### config.mk
export PLATFORM = sky130hd
export DESIGN_NAME = cpu_flat
export DESIGN_NICKNAME = d
export VERILOG_FILES = /design/src/rtl/cpu_if.sv /design/src/rtl/cpu.sv /design/src/flat_wrapper.sv
export SDC_FILE = /design/constraint.sdc
export NUM_CORES = 1
export LEC_CHECK = 0
export ABC_CLOCK_PERIOD_IN_PS = 2530
export CELL_PAD_IN_SITES_DETAIL_PLACEMENT = 0
export CELL_PAD_IN_SITES_GLOBAL_PLACEMENT = 1
export CORE_AREA = 3 3 51 64
export DETAILED_ROUTE_END_ITERATION = 12
export DIE_AREA = 0 0 54 67
export HOLD_SLACK_MARGIN = 0.1
export PLACE_DENSITY = 0.81
export RECOVER_POWER = 50
export SYNTH_ARGS = -nofsm -noshare
export SYNTH_HDL_FRONTEND = slang
export SYNTH_SLANG_ARGS = --single-unit
### constraint.sdc
create_clock -name clk -period 2.53 [get_ports clk]
set_input_delay 0.3795 -clock clk [delete_from_list [all_inputs] [get_ports clk]]
set_output_delay 0.3795 -clock clk [all_outputs]
set_load 0.02 [all_outputs]
### src/rtl/cpu_if.sv
// cpu_if: ROM and board-facing signals of the cpu.
interface cpu_if;
  logic [3:0] address;
  logic [7:0] instr;
  logic [3:0] port_in;
  logic [3:0] port_out;
  modport master(output address, port_out, input instr, port_in);
  modport slave(input address, port_out, output instr, port_in);
endinterface

### src/rtl/cpu.sv
// cpu: 4-bit accumulator cpu executing one ROM instruction per clock.
module cpu (
  input logic clk,
  input logic reset,
  cpu_if.master bus
);
  logic [3:0] pc, a, b, out_r, op, im, src;
  logic carry;
  logic [4:0] sum;
  assign op = bus.instr[7:4];
  assign im = bus.instr[3:0];
  // sel_a = op[0]|op[3], sel_b = op[1]; both set selects zero
  assign src = (op[0] | op[3]) ? (op[1] ? 4'd0 : b) : (op[1] ? bus.port_in : a);
  assign sum = {1'b0, src} + {1'b0, im};
  always_ff @(posedge clk) begin
    if (reset) begin
      pc <= '0;
      a <= '0;
      b <= '0;
      out_r <= '0;
      carry <= 1'b0;
    end else begin
      carry <= sum[4];
      if (!op[3] && !op[2]) a <= sum[3:0];
      if (!op[3] && op[2]) b <= sum[3:0];
      if (op[3] && !op[2]) out_r <= sum[3:0];
      pc <= (op[3] && op[2] && (!carry || op[0])) ? im : pc + 4'd1;
    end
  end
  assign bus.address = pc;
  assign bus.port_out = out_r;
endmodule

### src/flat_wrapper.sv
// flat-port wrapper written by rule: the top's interface ports become plain ports
module cpu_flat 
  (clk, reset, bus_address, bus_port_out, bus_instr, bus_port_in);
  cpu_if bus_i ();
  input logic clk;
  input logic reset;
  output wire logic [$bits(bus_i.address)-1:0] bus_address;
  output wire logic [$bits(bus_i.port_out)-1:0] bus_port_out;
  input wire logic [$bits(bus_i.instr)-1:0] bus_instr;
  input wire logic [$bits(bus_i.port_in)-1:0] bus_port_in;
  assign bus_address = bus_i.address;
  assign bus_port_out = bus_i.port_out;
  assign bus_i.instr = bus_instr;
  assign bus_i.port_in = bus_port_in;
  cpu u_core (.clk(clk), .reset(reset), .bus(bus_i));
endmodule
==> Yosys cells after proc, flatten, opt, wreduce, memory -nomap -nowiden <==
Cells that the tools add are included.
W data, S select, Z words.
{ "classes": {"addsub": 2, "n_mux": 4, "n_bitwise": 1, "reduce_logical": 9} }
{ "ops": {"columns": ["cell", "count"], "rows": [
  ["$mux W4", 4],
  ["$add A4 B4 Y5", 1],
  ["$logic_and A1 B1 Y1", 5],
  ["$add A4 B1 Y4 const B", 1],
  ["$logic_not A1 Y1", 3],
  ["$logic_or A1 B1 Y1", 1],
  ["$or A1 B1 Y1", 1]
]} }
{ "totals": {"ff_bits": 17, "in_bits": 14, "out_inout_bits": 8} }

==> Logic depth before layout (Yosys ltp) <==
{ "logic_depth": {"word_depth": 4, "depth_mapped": 10, "ltp_nobuf": 9} }

==> Least setup slack after synthesis <==
OpenSTA, ideal clock, no wires.
{ "synth_timing": {"kind": "input to register", "start": "in bus_instr[7]", "end": "reg u_core.b[3]", "setup_ns": 0.122, "arrival_ns": 1.969, "t_required_ns": 2.408, "slack_ns": 0.439, "path_stages": 8, "n_path_buf": 1, "cell_sequence": "buf_6 -> nor2_4 -> mux2i_1 -> o21ai_1 -> ha_1 -> a21oi_1 -> a2111oi_0 -> a311o_1"} }
{ "synth_between": {"elab_chain_len": 3} }
{ "synth_rtl": {"columns": ["item", "line", "rtl"], "rows": [
  ["start: declaration", "flat_wrapper.sv:9", "input wire logic [$bits(bus_i.instr)-1:0] bus_instr;"],
  ["$or A1 B1 Y1", "cpu.sv:13", "assign src = (op[0] | op[3]) ? (op[1] ? 4'd0 : b) : (op[1] ? bus.port_in : a);"],
  ["$mux W4", "cpu.sv:13", null],
  ["$add A4 B4 Y5", "cpu.sv:14", "assign sum = {1'b0, src} + {1'b0, im};"],
  ["end signal: assignment", "cpu.sv:25", "if (!op[3] && op[2]) b <= sum[3:0];"],
  ["end: declaration", "cpu.sv:7", "logic [3:0] pc, a, b, out_r, op, im, src;"]
]} }
Parallel ways exist; a longest one is shown, timed or not.
A chain may end at the register's enable or synchronous reset.

==> Final worst setup path <==
Same ends and word-level chain as after synthesis.

==> impl_metrics.ini <==
[final_layout]
final_core_util_pct = 46.32
fin_nets = 156
drive_above_1_share_pct = 10.37
fin_area_um2 = 1254
num_antenna_cells = 0
syn2layout_area_growth_pct = 31.15
final_cell_count_no_fill = 169
layout_common_cells = dfxtp_1, clkdlybuf4s50_1, nand2_1, a21oi_1
fillers = 271
layout_commonest_cell = dfxtp_1

[global_route]
grt_overflow_total = 0
met2_usage_pct = 24.55
grt_pass1_wl_um = 3719
grt_start_max_net_pins = 11
grt_use_met1_pct = 15.81
grt_use_total_pct = 14.40
grt_pass1_vias = 890
antenna_found_initial = 0
grt-busiest-layer = met2
use_met3_pct = 2.237

[power]
p_clk_share_pct = 24.9
p_per_area_nw_per_um2 = 490.0
irDropWorstVdd_v = 0.0002731
p_leak_nw = 0.4886
p_sw_share_pct = 30.04
p_switching_mw = 0.1846
p_int_mw = 0.4298
pwr-share-comb_pct = 26.5
p_seq_share_pct = 48.6
p_total_mw = 0.6143

[placed_design]
io_buffers = 21
dpl.cell_count = 165
gp_congestion = 0.7986
dp_hpwl_um = 1796
place_area_um2 = 1234

[sta]
final-setup-viol-count = 0
rsz0062_at_grt = false
min_period_ns = 2.326
whs_ns = 0.4626
finalClockSkew_ns = 0.002534
period_share_pct = 91.95
maxSlewViolCount = 0
slew_headroom_pct = 69.84
hold_viol_final = 0
max_freq_mhz = 429.9
worst_pin_slew_ns = 0.4507

[clocking]
cts-resized-gates = 0
cts_inserted_buffers = 3
postCtsSetupRepairBufs = 0
cts_root_buf = clkbuf_4
cts_tree = yes
hold_buffers = 0
clkTransAtPathRegs_ns = 0.10
cts_sinks = 17
htreeDepth = 1
clk_latency_ns = 0.30
clockBufferDepth = 2

[worst_setup_path]
reg2reg_slack_ns = 0.71
cp-end-kind = register
rr_worst_depth = 6
start_kind = input port
r2r-end = u_core.b[3]
arrival_ns = 2.52
critPathKind = input port to register
cp_max_fo = 6
reg2reg_from = u_core.a[2]
required_ns = 2.72

[yosys]
synth_seq_cells = 17
yosysWarnings = 0
synth_cells = 107
yosysSeqAreaShare_pct = 35.60
avgSynthCellArea_um2 = 8.934
synth_nets = 127
netlist_area_um2 = 955.9
ys_types = 38

[routing]
viasPerCell = 5.201
post-route-drc-count = 0
firstDrtPassIters = 4
drtIter0Drc = 8
vias = 879
routedWlPerCell_um = 13.56
drtAntennaViolNets = 0
drt_wl_total_um = 2291

[die]
boundaryPins = 22
initial_core_util_pct = 35.32
die_x_um = 54
die_h_um = 67
core_area_um2 = 2706
dieArea_um2 = 3618
core.rowCount = 21

[hold_path]
hold_path.class = register to register
hold_start = u_core.b[2]
hold_path_end = u_core.b[2]
hold-path-cell-count = 2

[status]
status = finished, final reports clean

[flow_run]
maxCapViolations = 0
stage by stage:
step | TNS [ns] | setup slack, ns
6_report | 0 | 0.2036
2_1_floorplan | 0 | 0.4390
5_1_grt | 0 | 0.05837
3_5_place_dp | -0.1265 | -0.1148
4_1_cts | 0 | 0.2092
3_3_place_gp | 0 | 0.001248
critical path, cell delays in order:
cell and delay (ns):
clkdlybuf4s50_1 0.46, nor2_4 0.21, mux2i_1 0.22, o21ai_1 0.08, ha_1 0.33, a21oi_1 0.35
a2111oi_0 0.17, a311o_1 0.33
how the worst max path moves through the flow:
stage                 startpoint                      to  depth (start not counted)
floorplan           bus_instr[7]             u_core.b[3]                          8
global placement    bus_instr[7]  u_core.bus.port_out[2]                         10
detailed placement  bus_instr[7]             u_core.b[3]                          8
CTS                 bus_instr[7]             u_core.b[3]                          8
global route        bus_instr[7]             u_core.b[3]                          8
finish              bus_instr[7]             u_core.b[3]                          8
registers in the layout, indices dropped and copies added, names as in the netlist:
| signal | count |
|---|---|
| u_core.bus.address | 4 |
| u_core.carry | 1 |
| u_core.b | 4 |
| u_core.a | 4 |
| u_core.bus.port_out | 4 |
cells in the mapped netlist:
| cell | instances | share of area (%) |
|---|---|---|
| inv_1 | 4 | 1.6 |
| o21ai_0 | 4 | 2.1 |
| dfxtp_1 | 17 | 36 |
| fa_1 | 1 | 2.1 |
| nor2b_4 | 1 | 1.4 |
| or3_1 | 1 | 0.65 |
| o32ai_1 | 1 | 0.92 |
| buf_6 | 2 | 2.4 |
| or2_1 | 1 | 0.65 |
| nand2_2 | 1 | 0.65 |
| o21ai_1 | 3 | 1.6 |
| nor3b_1 | 1 | 0.79 |
| a211oi_2 | 2 | 2.6 |
| o221ai_1 | 1 | 0.92 |
| nor2_1 | 7 | 2.7 |
| nor3_1 | 2 | 1.0 |
| a311o_1 | 2 | 2.1 |
| nor2_4 | 1 | 1.2 |
| nand2_1 | 10 | 3.9 |
| and2_1 | 1 | 0.65 |
| xor2_1 | 1 | 0.92 |
| o31ai_1 | 1 | 0.79 |
| nand2b_1 | 1 | 0.65 |
| a21oi_1 | 8 | 4.2 |
| and3_1 | 1 | 0.65 |
| nand3_1 | 5 | 2.6 |
| buf_1 | 2 | 0.79 |
| and2b_1 | 1 | 0.79 |
| and4_1 | 1 | 0.92 |
| nor2b_1 | 3 | 2.0 |
| o32a_1 | 1 | 1.0 |
| a211oi_1 | 3 | 2.4 |
| ha_1 | 5 | 6.5 |
| a2111oi_0 | 1 | 0.92 |
| buf_2 | 1 | 0.52 |
| mux2i_1 | 6 | 6.3 |
| xnor2_1 | 2 | 1.8 |
| nand4_1 | 1 | 0.65 |
cell type report:
cell class / instances / area [um2] / area share (%)
Multi-Input combinational cell: 81 / 563.0 / 44.91
Sequential cell: 17 / 340.3 / 27.15
Timing Repair Buffer: 29 / 266.5 / 21.26
Tap cell: 34 / 42.54 / 3.393
Clock buffer: 4 / 26.28 / 2.096
Inverter: 4 / 15.01 / 1.198
kinds of logic (layout without fill, tap and decap cells):
group / count (synthesis) / count (layout) / share of synthesized area, %
simple gates: 39 / 39 / 21.99
compound gates: 27 / 27 / 19.50
flops: 17 / 17 / 35.60
buf+inv: 9 / 37 / 5.235
fa+ha+maj: 6 / 6 / 8.639
mux: 6 / 6 / 6.283
xor+xnor: 3 / 3 / 2.749
power by group through the flow:
| stage | Combinational [mW] | Sequential [mW] | Clock [mW] |
|---|---|---|---|
| 2_1_floorplan | 0.0835 | 0.316 | 0 |
| 3_3_place_gp | 0.165 | 0.305 | 0 |
| 3_5_place_dp | 0.167 | 0.305 | 0 |
| 4_1_cts | 0.169 | 0.299 | 0.161 |
| 5_1_grt | 0.178 | 0.301 | 0.168 |
| 6_report | 0.163 | 0.298 | 0.153 |
metal layers:
layer | part of all wire, % | up-vias
met5 | 0 | -
met4 | 2.6 | 0
met3 | 4.3 | 6
met2 | 49 | 22
met1 | 44 | 410
li1 | - | 441
Power figures use the tool's default switching activity.
